File: config.mk
export PLATFORM = sky130hd
export DESIGN_NAME = instr_loader
export DESIGN_NICKNAME = d
export VERILOG_FILES = /design/src/rtl/riscv_pkg.sv /design/src/rtl/instr_loader_byte_packer.sv /design/src/rtl/instr_loader.sv
export SDC_FILE = /design/constraint.sdc
export NUM_CORES = 1
export LEC_CHECK = 0
export ABC_AREA = 1
export CAP_MARGIN = 20
export CORE_UTILIZATION = 50
export CTS_CLUSTER_DIAMETER = 150
export DETAILED_ROUTE_END_ITERATION = 12
export HOLD_SLACK_MARGIN = 0.1
export PLACE_DENSITY = 0.75
export SYNTH_ARGS = -nofsm -noshare
export SYNTH_HDL_FRONTEND = slang
export SYNTH_HIERARCHICAL = 1
export SYNTH_SLANG_ARGS = --single-unit
File: constraint.sdc
create_clock -name CLK -period 3 [get_ports CLK]
set_clock_uncertainty 0.2 [all_clocks]
set_input_delay 0.45 -clock CLK [delete_from_list [all_inputs] [get_ports CLK]]
set_output_delay 0.45 -clock CLK [all_outputs]
set_load 0.005 [all_outputs]
File: src/rtl/riscv_pkg.sv
// Shared types and constants for the instruction-memory loader.
package riscv_pkg;
  typedef enum logic [1:0] {HDR, LOAD, DONE, ERR} loader_state_t;

  localparam int INSTR_BYTES = 4;
  localparam int WORD_W      = 32;
  localparam int BYTE_CNT_W  = $clog2(INSTR_BYTES);
endpackage

File: src/rtl/instr_loader_byte_packer.sv
// Collects accepted bytes into little-endian 32-bit words; o_word_valid pulses
// combinationally in the cycle the 4th byte of a word is accepted.
module byte_packer
  import riscv_pkg::*;
(
  input  logic                  clk,
  input  logic                  rst_n,
  input  logic                  i_clear,
  input  logic                  i_accept,
  input  logic [7:0]            i_byte,
  output logic [WORD_W-1:0]     o_word,
  output logic                  o_word_valid,
  output logic [BYTE_CNT_W-1:0] o_cnt
);
  localparam logic [BYTE_CNT_W-1:0] LAST = BYTE_CNT_W'(INSTR_BYTES - 1);

  logic [BYTE_CNT_W-1:0] r_cnt;
  logic [WORD_W-9:0]     r_lo;

  always_ff @(posedge clk or negedge rst_n) begin
    if (!rst_n) begin
      r_cnt <= '0;
      r_lo  <= '0;
    end else if (i_clear) begin
      r_cnt <= '0;
    end else if (i_accept) begin
      case (r_cnt)
        2'd0:    r_lo[7:0]   <= i_byte;
        2'd1:    r_lo[15:8]  <= i_byte;
        2'd2:    r_lo[23:16] <= i_byte;
        default: ;
      endcase
      r_cnt <= r_cnt + 1'b1;
    end
  end

  // The top byte is never stored: the word is complete as it arrives.
  assign o_word       = {i_byte, r_lo};
  assign o_word_valid = i_accept && !i_clear && (r_cnt == LAST);
  assign o_cnt        = r_cnt;
endmodule

File: src/rtl/instr_loader.sv
// Boot-time instruction-memory loader: reads an N-word image from a byte stream,
// writes it to consecutive addresses and holds the core in reset until complete.
// Handshake: a byte transfers on a rising CLK edge where rx_valid && rx_ready;
// rx_ready is registered and never depends on rx_valid in the same cycle.
module instr_loader
  import riscv_pkg::*;
#(
  parameter int          DEPTH       = 256,
  parameter logic [31:0] BASE_ADDR   = 32'h0000_0000,
  parameter int          TIMEOUT_CYC = 1_000_000
) (
  input  logic              CLK,
  input  logic              RST,
  input  logic [7:0]        rx_data,
  input  logic              rx_valid,
  output logic              rx_ready,
  input  logic              load_req,
  output logic              WR_MEM_INSTR,
  output logic [WORD_W-1:0] WRITE_INSTRUCTION,
  output logic [31:0]       INSTR_ADDR,
  output logic              CORE_RST,
  output logic              done,
  output logic              err,
  output loader_state_t     dbg_state
);
  localparam int CW = $clog2(DEPTH + 1);
  localparam int IW = $clog2(TIMEOUT_CYC + 1);
  localparam logic [WORD_W-1:0] DEPTH_W = WORD_W'(DEPTH);

  loader_state_t         r_state, w_next;
  logic                  r_ready, r_wr;
  logic [WORD_W-1:0]     r_wdata;
  logic [31:0]           r_addr;
  logic [CW-1:0]         r_count, r_index;
  logic [IW-1:0]         r_idle;
  logic                  w_accept, w_rearm, w_idle_run, w_timeout, w_clear;
  logic                  w_word_valid;
  logic [WORD_W-1:0]     w_word;
  logic [BYTE_CNT_W-1:0] w_cnt;

  assign w_accept   = rx_valid && r_ready;
  assign w_rearm    = load_req && ((r_state == DONE) || (r_state == ERR));
  // Idle time only counts once the header has started arriving.
  assign w_idle_run = !w_accept &&
                      ((r_state == LOAD) || ((r_state == HDR) && (w_cnt != '0)));
  assign w_timeout  = w_idle_run && (r_idle == IW'(TIMEOUT_CYC - 1));
  assign w_clear    = w_timeout || w_rearm;

  byte_packer u_packer (
    .clk          (CLK),
    .rst_n        (RST),
    .i_clear      (w_clear),
    .i_accept     (w_accept),
    .i_byte       (rx_data),
    .o_word       (w_word),
    .o_word_valid (w_word_valid),
    .o_cnt        (w_cnt)
  );

  always_ff @(posedge CLK or negedge RST) begin
    if (!RST) r_state <= HDR;
    else      r_state <= w_next;
  end

  always_comb begin
    w_next = r_state;
    case (r_state)
      HDR: begin
        if (w_word_valid) begin
          if (w_word == '0)          w_next = DONE;
          else if (w_word > DEPTH_W) w_next = ERR;
          else                       w_next = LOAD;
        end else if (w_timeout) begin
          w_next = ERR;
        end
      end
      // Leave LOAD only after the final strobe cycle so it never overlaps DONE.
      LOAD: begin
        if (r_wr && (r_index == r_count)) w_next = DONE;
        else if (w_timeout)               w_next = ERR;
      end
      DONE, ERR: if (load_req) w_next = HDR;
      default:   w_next = HDR;
    endcase
  end

  always_ff @(posedge CLK or negedge RST) begin
    if (!RST) begin
      r_ready <= 1'b0;
      r_wr    <= 1'b0;
      r_wdata <= '0;
      r_addr  <= BASE_ADDR;
      r_count <= '0;
      r_index <= '0;
      r_idle  <= '0;
    end else begin
      r_ready <= (w_next == HDR) || (w_next == LOAD);
      r_wr    <= (r_state == LOAD) && w_word_valid;
      if ((r_state == HDR) && w_word_valid) r_count <= w_word[CW-1:0];
      if ((r_state == LOAD) && w_word_valid) begin
        r_wdata <= w_word;
        r_addr  <= BASE_ADDR + (32'(r_index) << 2);
        r_index <= r_index + 1'b1;
      end
      if (w_rearm) begin
        r_count <= '0;
        r_index <= '0;
      end
      if (w_accept || w_rearm) r_idle <= '0;
      else if (w_idle_run)     r_idle <= r_idle + 1'b1;
    end
  end

  assign rx_ready          = r_ready;
  assign WR_MEM_INSTR      = r_wr;
  assign WRITE_INSTRUCTION = r_wdata;
  assign INSTR_ADDR        = r_addr;
  assign CORE_RST          = (r_state != DONE);
  assign done              = (r_state == DONE);
  assign err               = (r_state == ERR);
  assign dbg_state         = r_state;
endmodule

-- Yosys cells after proc, flatten, opt, wreduce, memory -nomap -nowiden
Index checks and enable logic that the tools add are counted.
W data, S select, Z words.
- add/sub/neg operators: 3
- magnitude comparators: 1
- equal/unequal tests: 10
- multiplexer cells: 15
- bitwise gates (word level): 1
- reduce and logical (&&, ||, !) cells: 30
- operator list (kind ; count):
    $mux W20 ; 2
    $mux W9 ; 4
    $gt A32 B9 Y1 const B ; 1
    $logic_not A32 Y1 ; 1
    $add A20 B1 Y20 const B ; 1
    $eq A20 B20 Y1 const B ; 1
    $mux W2 ; 8
    $logic_and A1 B1 Y1 ; 10
    $reduce_bool A2 Y1 ; 5
    $add A9 B1 Y9 const B ; 1
    $eq A9 B9 Y1 ; 1
    $reduce_and A3 Y1 ; 3
    $eq A2 B2 Y1 const B ; 4
    $eq A2 B1 Y1 const B ; 3
    $logic_not A2 Y1 ; 3
    $pmux W2 S3 ; 1
    $logic_or A1 B1 Y1 ; 5
    $add A2 B1 Y2 const B ; 1
    $logic_not A1 Y1 ; 2
    $ne A2 B2 Y1 const B ; 1
    $reduce_or A2 Y1 ; 1
    $not A1 Y1 ; 1
- register bits after elaboration: 109
- output and inout port bits: 71

-- Depth between registers and ports, before layout
Gate-level depths: netlist of run 1.
- word-level depth: 13
- depth in mapped cells: 19
- mapped depth without buffers: 18

-- Cells and area by module
Netlist of run 1, hierarchy kept.
- modules (own cells, without submodules) (module ; times used ; cells an instance ; area each (um^2)):
    instr_loader ; 1 ; 567 ; 4330.4
    byte_packer ; 1 ; 134 ; 1231.2

-- Worst setup path after synthesis of run 1
OpenSTA, ideal clock, no wires.
- path kind: register to register
- start: register r_idle[0]
- end: register r_index[4]
- library setup time: 0.123 ns
- arrival time: 2.179 ns
- setup slack: 0.498 ns
- stages on the path, launching flop included: 19
- period minus slack after synthesis: 2.502 ns
- path through: dfrtp_1 > ha_1 > nand3_1 > inv_1 > nand2_1 > nor2_2 > nand2_1 > nand2_1 > inv_2 > buf_4 > nand2_1 > nor2_1 > nand3_4 > inv_2 > nand2_2 > nor2_2 > nand2_1 > o21ai_0 > a21oi_1
- cells in the longest elaborated chain, start to end: 8
- ends and longest elaborated chain (item ; RTL line ; RTL):
    start, declared ; instr_loader.sv:35 ; logic [IW-1:0] r_idle;
    start signal, assigned ; instr_loader.sv:110 ; else if (w_idle_run) r_idle <= r_idle + 1'b1;
    $eq A20 B20 Y1 ; instr_loader.sv:46 ; assign w_timeout = w_idle_run && (r_idle == IW'(TIMEOUT_CYC - 1));
    $logic_and A1 B1 Y1 ; instr_loader.sv:46 ;
    $logic_or A1 B1 Y1 ; instr_loader.sv:47 ; assign w_clear = w_timeout || w_rearm;
    net w_clear ; instr_loader.sv:36 ; logic w_accept, w_rearm, w_idle_run, w_timeout, w_clear;
    $logic_not A1 Y1 ; instr_loader_byte_packer.sv:39 ; assign o_word_valid = i_accept && !i_clear && (r_cnt == LAST);
    $logic_and A1 B1 Y1 (2 in a row) ; instr_loader_byte_packer.sv:39 ;
    net w_word_valid ; instr_loader.sv:37 ; logic w_word_valid;
    $logic_and A1 B1 Y1 ; instr_loader.sv:100 ; if ((r_state == LOAD) && w_word_valid) begin
    $reduce_bool A2 Y1 (no source line) ; -- ;
    end signal, assigned ; instr_loader.sv:103 ; r_index <= r_index + 1'b1;
    end, declared ; instr_loader.sv:34 ; logic [CW-1:0] r_count, r_index;
The timed path passes the listed nets, and every way through them passes these cells.
A chain may end at the register's enable or synchronous reset.

-- Worst setup path in the final report of run 1
Same ends and word-level chain as after synthesis.

==> results of run 1 <==
==> flip-flops by register name, indices dropped and copies added, names as in the netlist <==
name / cells
r_idle: 20
r_count: 9
u_packer/o_cnt: 2
dbg_state: 2
INSTR_ADDR: 9
rx_ready: 1
WR_MEM_INSTR: 1
r_index: 9
WRITE_INSTRUCTION: 32
u_packer/r_lo: 24
==> cells by family (layout without fill, tap and decap cells) <==
| kind of cell | count (synthesis) | after routing |
|---|---|---|
| simple gates | 362 | 362 |
| buf+inv | 141 | 174 |
| xor+xnor | 1 | 1 |
| compound gates | 81 | 81 |
| fa+ha+maj | 6 | 6 |
| flops | 109 | 109 |
| other cells | 1 | 23 |
==> layout make-up <==
type,count,area [µm²],share of cell area (%)
clock buffers,10,128,2.00
clock inverters,5,108,1.68
inverters,89,337,5.27
multi-input cells,473,2210,34.7
flip-flops and latches,109,2730,42.7
well taps,140,175,2.74
repair buffers,70,698,10.9
==> per-stage QoR <==
step                      std cells  area [µm²]  util (%)  setup slack [ns]  hold slack, ns
after global routing            896        6390      58.9            0.0433           0.315
after detailed placement        880        6140      56.7            0.0502           0.264
after CTS                       896        6390      58.9             0.362           0.285
final                           896        6390      58.9             0.356           0.279
after floorplan                 723        5640         -             0.498         -0.0456
after global placement          880        6140      56.7             0.180           0.256
==> critical path, stage by stage, from the launching register on <==
cell	delay, ns
dfrtp_1	0.42
ha_1	0.24
nand3_1	0.10
inv_1	0.09
nand2_1	0.10
nor2_2	0.06
nand2_1	0.07
nand2_1	0.08
inv_2	0.07
nand2_1	0.06
nor2_1	0.23
nand3_4	0.14
inv_2	0.14
nand2_2	0.07
nor2_2	0.10
nand2_1	0.11
o21ai_0	0.18
a21oi_1	0.07
==> power groups by stage <==
stage / combinational [W] / clock [W] / sequential, W
floorplan: 0.00107 / 0 / 0.00226
global placement: 0.00177 / 0 / 0.00231
detailed placement: 0.00182 / 0 / 0.00232
CTS: 0.00183 / 0.00107 / 0.00230
global route: 0.00207 / 0.00115 / 0.00236
finish: 0.00181 / 0.00105 / 0.00230
==> path summary, 6_finish.rpt <==
path                                   startpoint                     to  slack (ns)  cells after the start
worst max-delay path                    r_idle[0]             r_index[4]        0.36                     17
worst min-delay path            u_packer/r_lo[14]      u_packer/r_lo[14]        0.28                      2
worst max register to register          r_idle[0]             r_index[4]        0.36                     17
worst min register to register  u_packer/r_lo[14]      u_packer/r_lo[14]        0.28                      2
max in group asynchronous                     RST  WRITE_INSTRUCTION[10]        1.54                      3
min in group asynchronous                     RST          INSTR_ADDR[3]        0.40                      2
==> cell usage in the layout (no fill, tap or decap), drive strengths merged, types with 3 or more instances in the layout <==
cell type      netlist  routed
dfrtp              109     109
a21oi               16      16
nand2              204     204
a211oi               3       3
clkbuf               3      10
nor2                74      74
buf                 49      11
bufinv               0       3
nand3               34      34
inv                 89      91
clkdlybuf4s50        0      58
o21ai               58      58
ha                   6       6
nand4               39      39
conb                 1      23
nor3                11      11
==> what timing repair did <==
action / 4_1_cts / 5_1_grt
hold buffers: 1 / 0
gates resized for setup: 0 / 0
endpoints found under the hold margin: 39 / 0
==> per-layer routing <==
| metal | wire, µm | vias up | part of all wire [%] | track usage, % |
|---|---|---|---|---|
| met5 | 0 | - | 0 | 0 |
| met4 | 225 | 0 | 1.9 | 9.10 |
| met3 | 562 | 17 | 4.6 | 3.21 |
| met2 | 5680 | 125 | 47 | 37.0 |
| met1 | 5640 | 2202 | 47 | 31.6 |
| li1 | - | 2295 | - | - |
==> qor.csv, run 1 <==
stage,metric,value,unit
worst_hold_path,HP Class,register to register,
run_status,status,completed,
logic_synthesis,Synth top area share,49.0,%
power,Int Pwr,0.00333,W
die,Die Ht,107,µm
critical_path,Worst EP required,3.07,ns
die,chip width,107,µm
sta,final-report setup violation count,0,
logic_synthesis,#FFs+latches synth,109,
global_routing,GRT Util Overall,23.0,%
logic_synthesis,Area contributors post-synth,"dfrtp_1, nand2_1, inv_1",
power,peak supply drop,0.000496,V
finish,ant diodes,0,
drt,routed vias/inst,5.18,
sta,RSZ-0062 raised after global routing,false,
logic_synthesis,asr flop ratio synth,100,%
power,Reg power frac,44.5,%
logic_synthesis,Mean Syn Cell Area,7.93,µm²
logic_synthesis,"EDFF count, synth",0,
clocking,Setup Buffers After CTS,0,
sta,Hold Fails Final Rpt,0,
logic_synthesis,Synth Area in Adders,1.35,%
run,max-cap check violation count,0,
power,Power Density,809,mW/mm²
logic_synthesis,Synth Area in Compound Gates,7.67,%
clocking,CTS Root Cell,clkbuf_8,
sta,Rel. slew slack,63.6,%
logic_synthesis,leading area contributor after synthesis,dfrtp_1,
die,# rows,38,
drt,routed wire length per instance,13.5,µm
logic_synthesis,register area share after synthesis,49.0,%
clocking,TritonCTS clock tree,built,
clocking,CTS clock-pin slew for the worst setup and hold paths,0.10,ns
place,GP Congestion,0.865,
drt,DRT Pass-1 Iters,4,
power,switching part of the total,35.5,%
power,total power draw,0.00516,W
drt,initial drt markers,282,
global_routing,vias in the first global route,4491,
drt,Vias,4639,
logic_synthesis,most frequent cell after synthesis,nand2_1,
die,I/O pin total,83,
critical_path,critical path endpoint category,register,
sta,Final Slew Violations,0,
sta,setup TNS,0,ns
critical_path,WP data arrival,2.71,ns
global_routing,initial antenna violation count,0,
sta,Max Fclk,0.378,GHz
logic_synthesis,Netlist cell types,33,
finish,Fill cells,967,
critical_path,startpoint types,register,
logic_synthesis,mapped cell area,0.00556,mm²
logic_synthesis,post-synthesis mux area share,0,%
clocking,TritonCTS Buffers,9,
place,# port buffers,59,
sta,min Tclk post-route,2.64,ns
place,Post-DP HPWL,8890,µm
power,combinational share of power,35.1,%
finish,Area Overhead vs Synth,14.8,%
logic_synthesis,Ys Warns,6,
clocking,H-tree depth,3,
clocking,Worst-Skew Late Latency,0.38,ns
die,initial core utilization,51.3,%
sta,Slew @ Worst Pin,0.546,ns
drt,DR DRC count,0,
drt,WL final,12100,µm
global_routing,largest net degree at the start of global routing,55,
clocking,clock tree buffer depth,2,
global_routing,first-pass GRT wire length,20900,µm
logic_synthesis,Post-synth top cells,"nand2_1, dfrtp_1, inv_1, nor2_1, o21ai_0",
clocking,CTS Sinks,109,
power,sw power,0.00183,W
logic_synthesis,largest family of logic cells by synthesized area,simple AND/OR/NAND/NOR gates,
drt,ANT nets after route,0,
global_routing,total global routing overflow,0,
power,Leak,3.15,nW
power,clock power share,20.4,%
logic_synthesis,cell count after synthesis,701,
die,core area,0.0108,mm²
finish,layout cells sized above 1,7.14,%
critical_path,CP Max Fanout,7,
finish,nets,770,
logic_synthesis,main flop type after synthesis,dfrtp_1,
critical_path,"Worst Path Class, Setup",register to register,
die,Die ar.,0.0115,mm²
logic_synthesis,simple-gate share of the synthesized area,29.1,%
logic_synthesis,xor/xnor share of the synthesized area,0.157,%
sta,period utilization,88.1,%
(Power assumes the default switching activity.)
==> run 2, diff against run 1 <==
--- a/config.mk
+++ b/config.mk
@@ -9,6 +9,7 @@
 export CAP_MARGIN = 20
 export CORE_UTILIZATION = 50
 export CTS_CLUSTER_DIAMETER = 150
+export CTS_CLUSTER_SIZE = 8
 export DETAILED_ROUTE_END_ITERATION = 12
 export HOLD_SLACK_MARGIN = 0.1
 export PLACE_DENSITY = 0.75
==> results of run 2 <==
The final DEF is identical to that of run 1; final timing and power are the same.
